<file path="src/rtl/spi_master_nch.sv">
`default_nettype none
// +--------------------------------------------------------------------------+
// | spi_master_nch : SPI master, programmable mode/divider, CS_NUM selects,  |
// |                  burst hold. Optional SPI_LOOPBACK_EN adds loopback port. |
// | Revision 1.0                                                             |
// +--------------------------------------------------------------------------+
module spi_master_nch #(
   parameter int DATA_W = 8,
   parameter int CS_NUM = 2,
   parameter int DIV_W  = 8,
   localparam int SEL_W = (CS_NUM > 1) ? $clog2(CS_NUM) : 1
) (
   input  logic              clk,
   input  logic              rst_n,
   input  logic [DIV_W-1:0]  clk_div,
   input  logic              cpol,
   input  logic              cpha,
   input  logic              lsb_first,
   input  logic [SEL_W-1:0]  cs_sel,
   input  logic              cs_hold,
   input  logic              start,
   input  logic [DATA_W-1:0] tx_data,
   input  logic              miso,
`ifdef SPI_LOOPBACK_EN
   input  logic              loopback,
`endif
   output logic              sclk,
   output logic [CS_NUM-1:0] cs_n,
   output logic              mosi,
   output logic [DATA_W-1:0] rx_data,
   output logic              busy,
   output logic              done
);

   localparam int EW = $clog2(2 * DATA_W + 1);

   typedef enum logic [2:0] {IDLE, SETUP, XFER, TRAIL, HOLD} state_t;

   state_t            state_q, state_d;
   logic [DIV_W-1:0]  cnt_q, cnt_d, div_q, div_d;
   logic [EW-1:0]     edge_q, edge_d;
   logic [SEL_W-1:0]  sel_q, sel_d;
   logic              cpol_q, cpol_d, cpha_q, cpha_d, lsb_q, lsb_d;
   logic              hold_q, hold_d, gap_q, gap_d;
   logic [DATA_W-1:0] tx_sh_q, tx_sh_d, rx_sh_q, rx_sh_d, rx_data_q, rx_data_d;
   logic              mosi_q, mosi_d, sclk_q, sclk_d;
   logic              done_pend_q, done_pend_d, done_q, done_d;

   logic              accept, last, smp_in, tx_bit, cs_act;
   logic [DIV_W-1:0]  div_eff;

   assign div_eff = (clk_div == '0) ? DIV_W'(1) : clk_div;
   assign last    = (cnt_q == div_q - DIV_W'(1));
   assign accept  = start && (state_q == IDLE || state_q == HOLD);
   assign tx_bit  = lsb_q ? tx_sh_q[0] : tx_sh_q[DATA_W-1];
`ifdef SPI_LOOPBACK_EN
   assign smp_in  = loopback ? mosi_q : miso;
`else
   assign smp_in  = miso;
`endif

   always_comb begin
      state_d     = state_q;
      cnt_d       = cnt_q;
      edge_d      = edge_q;
      div_d       = div_q;
      sel_d       = sel_q;
      cpol_d      = cpol_q;
      cpha_d      = cpha_q;
      lsb_d       = lsb_q;
      hold_d      = hold_q;
      gap_d       = gap_q;
      tx_sh_d     = tx_sh_q;
      rx_sh_d     = rx_sh_q;
      mosi_d      = mosi_q;
      sclk_d      = sclk_q;
      done_pend_d = 1'b0;
      done_d      = done_pend_q;
      rx_data_d   = done_pend_q ? rx_sh_q : rx_data_q;

      if (state_q == SETUP || state_q == XFER || state_q == TRAIL)
         cnt_d = last ? '0 : cnt_q + DIV_W'(1);

      if (accept) begin
         div_d   = div_eff;
         sel_d   = cs_sel;
         cpol_d  = cpol;
         cpha_d  = cpha;
         lsb_d   = lsb_first;
         hold_d  = cs_hold;
         gap_d   = 1'b0;
         edge_d  = '0;
         sclk_d  = cpol;
         tx_sh_d = tx_data;
         // cpha=0 needs the first bit on the wire before the first edge
         if (!cpha) begin
            mosi_d  = lsb_first ? tx_data[0] : tx_data[DATA_W-1];
            tx_sh_d = lsb_first ? (tx_data >> 1) : (tx_data << 1);
         end
      end

      case (state_q)
         IDLE: begin
            sclk_d = cpol;
            if (accept) state_d = SETUP;
         end
         SETUP: begin
            if (last) begin
               if (gap_q) gap_d   = 1'b0;
               else       state_d = XFER;
            end
         end
         XFER: begin
            if (last) begin
               sclk_d = ~sclk_q;
               edge_d = edge_q + EW'(1);
               // edge_q even means the upcoming edge is odd-numbered
               if (edge_q[0] == cpha_q) begin
                  rx_sh_d = lsb_q ? {smp_in, rx_sh_q[DATA_W-1:1]}
                                  : {rx_sh_q[DATA_W-2:0], smp_in};
               end else begin
                  mosi_d  = tx_bit;
                  tx_sh_d = lsb_q ? {1'b0, tx_sh_q[DATA_W-1:1]}
                                  : {tx_sh_q[DATA_W-2:0], 1'b0};
               end
               if (edge_q == EW'(2 * DATA_W - 1)) state_d = TRAIL;
            end
         end
         TRAIL: begin
            sclk_d = cpol_q;
            if (last) begin
               done_pend_d = 1'b1;
               state_d     = hold_q ? HOLD : IDLE;
            end
         end
         HOLD: begin
            if (accept) begin
               if (cs_sel == sel_q) begin
                  state_d = XFER;
               end else begin
                  state_d = SETUP;
                  gap_d   = 1'b1;
               end
            end
         end
         default: state_d = IDLE;
      endcase

      if (state_d != state_q) cnt_d = '0;
   end

   always_ff @(posedge clk or negedge rst_n) begin
      if (!rst_n) begin
         state_q     <= IDLE;
         cnt_q       <= '0;
         edge_q      <= '0;
         div_q       <= '0;
         sel_q       <= '0;
         cpol_q      <= 1'b0;
         cpha_q      <= 1'b0;
         lsb_q       <= 1'b0;
         hold_q      <= 1'b0;
         gap_q       <= 1'b0;
         tx_sh_q     <= '0;
         rx_sh_q     <= '0;
         mosi_q      <= 1'b0;
         sclk_q      <= 1'b0;
         done_pend_q <= 1'b0;
         done_q      <= 1'b0;
         rx_data_q   <= '0;
      end else begin
         state_q     <= state_d;
         cnt_q       <= cnt_d;
         edge_q      <= edge_d;
         div_q       <= div_d;
         sel_q       <= sel_d;
         cpol_q      <= cpol_d;
         cpha_q      <= cpha_d;
         lsb_q       <= lsb_d;
         hold_q      <= hold_d;
         gap_q       <= gap_d;
         tx_sh_q     <= tx_sh_d;
         rx_sh_q     <= rx_sh_d;
         mosi_q      <= mosi_d;
         sclk_q      <= sclk_d;
         done_pend_q <= done_pend_d;
         done_q      <= done_d;
         rx_data_q   <= rx_data_d;
      end
   end

   // Select stays low through HOLD so a burst keeps the slave framed
   assign cs_act = (state_q == SETUP && !gap_q) || state_q == XFER ||
                   state_q == TRAIL || state_q == HOLD;

   always_comb begin
      cs_n = '1;
      for (int i = 0; i < CS_NUM; i++)
         if (cs_act && sel_q == SEL_W'(i)) cs_n[i] = 1'b0;
   end

   assign sclk    = sclk_q;
   assign mosi    = (state_q == IDLE) ? 1'b0 : mosi_q;
   assign rx_data = rx_data_q;
   assign done    = done_q;
   assign busy    = (state_q == SETUP || state_q == XFER || state_q == TRAIL);

endmodule
`default_nettype wire

</file>
<file path="config.mk">
export PLATFORM = sky130hd
export DESIGN_NAME = spi_master_nch
export DESIGN_NICKNAME = d
export VERILOG_FILES = /design/src/rtl/spi_master_nch.sv
export SDC_FILE = /design/constraint.sdc
export NUM_CORES = 1
export LEC_CHECK = 0
export CAP_MARGIN = 5
export CORE_MARGIN = 5
export CORE_UTILIZATION = 56
export DETAILED_ROUTE_END_ITERATION = 10
export PLACE_DENSITY = 0.8
export RECOVER_POWER = 25
export SYNTH_ARGS = -nofsm -noshare
export SYNTH_HDL_FRONTEND = slang
export SYNTH_SLANG_ARGS = --single-unit
</file>
<file path="constraint.sdc">
create_clock -name clk -period 2.8 [get_ports clk]
set_input_delay 0.84 -clock clk [delete_from_list [all_inputs] [get_ports clk]]
set_output_delay 0.84 -clock clk [all_outputs]
set_load 0.02 [all_outputs]
</file>
==> qor.yml <==
finish:
  final_util_pct: 70.4
  syn2layout_area_growth_pct: 21.5
  antennaDiodeCount: 0
  fin_nets: 423
  final-seq-area_um2: 1450
  stdcell_count: 471
  multi_input_area_um2: 1670
  final_layout_size_suffix_gt1_share_pct: 11.3
  n_fill_cell: 416
drt:
  dr_wl_met2_mm: 3.45
  drt-met1-wl_mm: 3.18
  drt-pass1-iter-count: 4
  avgViaCountPerCell: 5.73
  ant_nets: 0
  wirelength_mm: 7.13
  wl_per_cell_um: 15.1
  drc: 0
  via_count: 2697
  met3_length_um: 411
  drt_iter0_markers: 129
  topRoutingLayerUsed: "met4"
timing:
  setup_violations: 0
  skew_ps: 9.38
  period_share_pct: 94.6
  fin_tns_setup_ps: 0
  min_period_ps: 2650
  tightestPinTransition_ps: 1150
  slew_violations: 0
  rsz0062_at_grt: "no"
  fmax_ghz: 0.377
  whs_ps: 475
  max-slew-margin-rel_pct: 23.6
  finalHoldViolCount: 0
die:
  start_util_pct: 58.0
  core_area_um2: 5570
  die_h_um: 86.0
  die_area_um2: 7390
  chipWidth_um: 86.0
  ios: 39
  rows: 27
min_path:
  worstHoldPathType: "reg2reg"
logic_synthesis:
  syn_inst: 351
  yosys_warnings: 0
  syn_avg_cell_area_um2: 9.21
  syn_area_um2: 3230
  yosys-top-cells-area: "dfrtp_1 45%, mux2i_1 9.3%, nand2_1 7.4%, xnor2_1 4.1%, a21oi_1 3.7%"
  synth_top_cell_by_area: "dfrtp_1"
  ys_seq_area_share_pct: 44.9
  yosysTopAreaCellShare_pct: 44.9
  yosysUniqueCellTypes: 46
  synth-seq-cells: 58
  syn-num-nets: 380
global_route:
  grt_pass1_wl_mm: 12.0
  grt_pass1_vias: 2640
  grt_antenna_before_repair: 0
  gr-total-overflow: 0
  grt_max_degree: 38
  globalRouteTotalUtil_pct: 20.5
setup_path:
  critical_path_class: "reg2out"
  path_max_fanout: 9
  worstSetupStartpointType: "register"
  worst_ep_required_time_ps: 1960
  end_kind: "output port"
  critPathArrivalTime_ps: 1810
clock_tree:
  hold_buffers: 0
  clk-insertion-delay-late_ps: 340
  cts_root_buf: "clkbuf_8"
  cts_tree: "built"
  h-tree-depth: 3
  cts_buffer_depth: 2
  cts_made_buffers: 9
  clk_pin_slew_worst_paths_ps: 70
  cts.sinks: 58
placed_design:
  dp_hpwl_mm: 5.03
  gp_congestion: 0.902
  port_buffers: 38
  dpl.cell_count: 454
power:
  power.total_uw: 3540
  p_per_area_nw_per_um2: 902
  p_leak_uw: 0.00172
  ir_drop_mv: 0.438
outcome:
  outcome: "completed"
run:
  cap_viol_max_count: 0
## final timing paths
check | cells after the start | slack (ps) | startpoint | end
worst max-delay path | 3 | 150 | state_q[1] | busy
worst min-delay path | 2 | 480 | cpol_q | cpol_q
worst max register to register | 9 | 160 | div_q[0] | tx_sh_q[7]
worst min register to register | 2 | 480 | cpol_q | cpol_q
max in group asynchronous | 2 | 570 | rst_n | state_q[0]
min in group asynchronous | 1 | 710 | rst_n | cnt_q[5]
## worst max-delay path, cell delays in order, from the launching register on
cell             delay (ps)
dfrtp_1                 510
nor2_2                  120
nor2_1                  190
clkdlybuf4s50_1         640
## cells in the final DEF (no fill, tap or decap), drive strengths merged, types with 7 or more instances in the layout
cell           instances
a21oi                 24
and3                   7
buf                    9
clkbuf                11
clkdlybuf4s50         34
dfrtp                 58
inv                   10
mux2                   8
mux2i                 30
nand2                 64
nand3                 12
nand4                  7
nor2                  32
o21ai                 20
xnor2                 15
## stage by stage
stage                     worst slack, ps  cell area [um2]
after floorplan                       353             3230
after global placement                179             3690
after detailed placement             78.8             3690
after CTS                            23.2             3920
after global routing                 6.12             3930
final                                 151             3930
## synth_stat cells, drive strengths merged
library cell,instances
buf,7
inv,8
mux2,8
o22ai,1
nor3,6
a41oi,1
nand3,12
ha,4
and3b,1
o21ai,20
xnor2,15
or3,3
xor2,3
nor2b,2
o21a,1
and4b,1
and3,7
a31oi,4
a21boi,1
nand2b,3
nand3b,6
dfrtp,58
o31a,1
a32o,1
mux2i,30
nor3b,2
a311oi,1
nor4,2
clkbuf,9
o221ai,1
o211ai,3
nor2,32
or4b,1
a21oi,24
nand4,7
nand2,64
or4,1
## final cells by class
| type | count | area share (%) |
|---|---|---|
| clock inverters | 7 | 2.58 |
| repair buffers | 48 | 11.6 |
| inverters | 8 | 0.765 |
| well taps | 72 | 2.29 |
| multi-input cells | 269 | 42.6 |
| flip-flops and latches | 58 | 37.0 |
| clock buffers | 9 | 3.15 |
## state kept, by name, indices dropped and copies added (netlist names), 3 cells and up
signal / cells
edge_q: 5
cnt_q: 8
state_q: 3
rx_sh_q: 8
tx_sh_q: 8
rx_data: 8
div_q: 8
## logic make-up after synthesis
logic type	Yosys count	synth area share, %
simple gates	150	22.4
mux	38	12.1
xor+xnor	18	4.88
buf+inv	24	3.52
flops	58	44.9
fa+ha+maj	4	1.55
compound gates	59	10.6
## timing repair
item,4_1_cts,5_1_grt
hold endpoints to repair,0,0
endpoints found under the setup margin,2,13
gates resized for setup,1,6
setup buffers,0,1
## power breakdown
group	internal (uW)	total, uW	switching [uW]	leakage (uW)
clock	508	873	365	0.000106
combinational	590	1270	680	0.000867
sequential	1070	1400	325	0.000742
## per-layer routing
metal / up-vias / track usage (%)
met1: 1299 / 26.5
met4: 0 / 8.20
met5: - / 0
met3: 9 / 5.00
met2: 78 / 32.8
li1: 1311 / -
(Power assumes the default switching activity.)
==> patch (config.mk and constraints unchanged) <==
Put a register stage on the outputs `mosi` and `busy`. The values now appear one clock later. The other outputs are not delayed to match.
--- a/src/rtl/spi_master_nch.sv
+++ b/src/rtl/spi_master_nch.sv
@@ -201,8 +201,10 @@
 
    assign sclk    = sclk_q;
-   assign mosi    = (state_q == IDLE) ? 1'b0 : mosi_q;
    assign rx_data = rx_data_q;
    assign done    = done_q;
-   assign busy    = (state_q == SETUP || state_q == XFER || state_q == TRAIL);
+   always_ff @(posedge clk) begin
+      mosi <= (state_q == IDLE) ? 1'b0 : mosi_q;
+      busy <= (state_q == SETUP || state_q == XFER || state_q == TRAIL);
+   end
 
 endmodule
Function: changed (a bounded check fails within 4 cycles, from zero or initial values and one cycle with rst_n low).
==> patch against the original RTL <==
Worst hold slack improved by 0.016 ns; power increased by 6.8%; first-iteration DRC count rose by 7.8%; count of clock-buffer cells in the layout up 1; synthesized area rose by 6.2%; setup slack got worse by 0.034 ns; core utilization decreased by 1.6 points; combinational power grew 19%; sequential cell count increased by 2; global-route usage grew 0.47 points; cell area rose by 4.4%; routed wire length rose by 5.7%; clock skew shrank 0.0015 ns; critical endpoint is now cs_n[0].
==> patch: results (changes against the original RTL) <==
| Metric | Value |
|---|---|
| Critical Path End | `cs_n[0]` |
| Crit Reg-Reg Endpoint | `mosi_q$_DFF_PN0_` |
| Setup Slack @ Placement | `0.215 ns (+0.136 ns)` |
| Syn nets | `379 (-0.26%)` |
| Worst Setup SP | `state_q[0]$_DFF_PN0_` |
| FMAX | `373 MHz (-1.3%)` |
| Vias | `2761 (+2.4%)` |
| First-pass iteration count of the detailed router | `5 (+1)` |
| Layout Skew | `0.00789 ns (-0.00149 ns)` |
| VDD IR max | `490 uV (+12%)` |
| Distinct cells, synth | `51 (+11%)` |
| Worst Hold Slack | `0.491 ns (+0.0162 ns)` |
| Share of layout cells above drive strength 1 | `15.6% (+4.3 points)` |
| Placed instance area | `3920 um^2 (+6.1%)` |
| Initial drt markers | `139 (+7.8%)` |
| Leading post-synthesis cells by cell area | `dfrtp_1, mux2_2, mux2i_1, nand2_1, a21oi_1` |
| Global-route wire length before repair | `12.8 mm (+6.2%)` |
| Status | `finished, final reports clean` |
| Total GRT Usage | `20.9% (+0.47 points)` |
| Critical-path maximum fanout | `11 (+2)` |
| Placed cell count | `456 (+0.44%)` |
| Dpl hpwl | `5.40 mm (+7.4%)` |
| DR vias/cell | `5.85 (+2.2%)` |
| Placer Congestion | `0.875 (-3.0%)` |
| CP peak stage delay | `0.59 ns (-0.05 ns)` |
| WP data arrival | `1.84 ns (+0.03 ns)` |
| Largest net degree at the start of global routing | `29 (-24%)` |
## patch: cell count changes after synthesis, moves of 6 or more
cell / before / now
clkbuf_1: 9 / 15
nand2b_1: 3 / 9
nand2_1: 64 / 39
mux2_2: 8 / 27
xnor2_1: 15 / 7
a211oi_1: 0 / 7
## patch: layout make-up
type,instances,area (um^2)
Fill cell,475,1860
Multi-Input combinational cell,263,1820
Sequential cell,60,1490
Timing Repair Buffer,52,477
Clock buffer,10,128
Tap cell,75,93.8
Clock inverter,6,63.8
Inverter,6,22.5
## patch: how the worst min path moves through the flow
stage	startpoint	to	cells after the start
2_1_floorplan	done_d$_DFF_PN0_	done$_DFF_PN0_	0
3_3_place_gp	cpol_q$_DFFE_PN0P_	cpol_q$_DFFE_PN0P_	2
5_1_grt	rx_data[4]$_DFFE_PN0P_	rx_data[4]$_DFFE_PN0P_	1
4_1_cts	rst_n	tx_sh_q[4]$_DFF_PN0_	1
6_report	hold_q$_DFFE_PN0P_	hold_q$_DFFE_PN0P_	2
3_5_place_dp	hold_q$_DFFE_PN0P_	hold_q$_DFFE_PN0P_	2
## patch: kinds of logic after synthesis
logic type	after synthesis	synth area share (%)
multiplexers	54	16.7
AO/OA/AOI/OAI	70	13.4
buffers and inverters	27	3.61
XOR/XNOR	15	3.83
adder cells (fa/ha/maj)	4	1.46
AND/OR/NAND/NOR	120	17.5
flip-flops	60	43.4
## patch: where the power goes
part | leakage, nW | internal (mW) | switching (mW) | total (mW)
combinational | 1.01 | 0.721 | 0.790 | 1.51
sequential | 0.752 | 1.15 | 0.352 | 1.50
clock | 0.0927 | 0.411 | 0.358 | 0.769
## patch: routing by layer
layer	GRT usage (%)	vias up	routed length, um
li1	-	1342	-
met1	28.4	1316	3300
met2	33.2	82	3650
met3	3.45	21	364
met4	9.20	0	218
met5	0	-	0
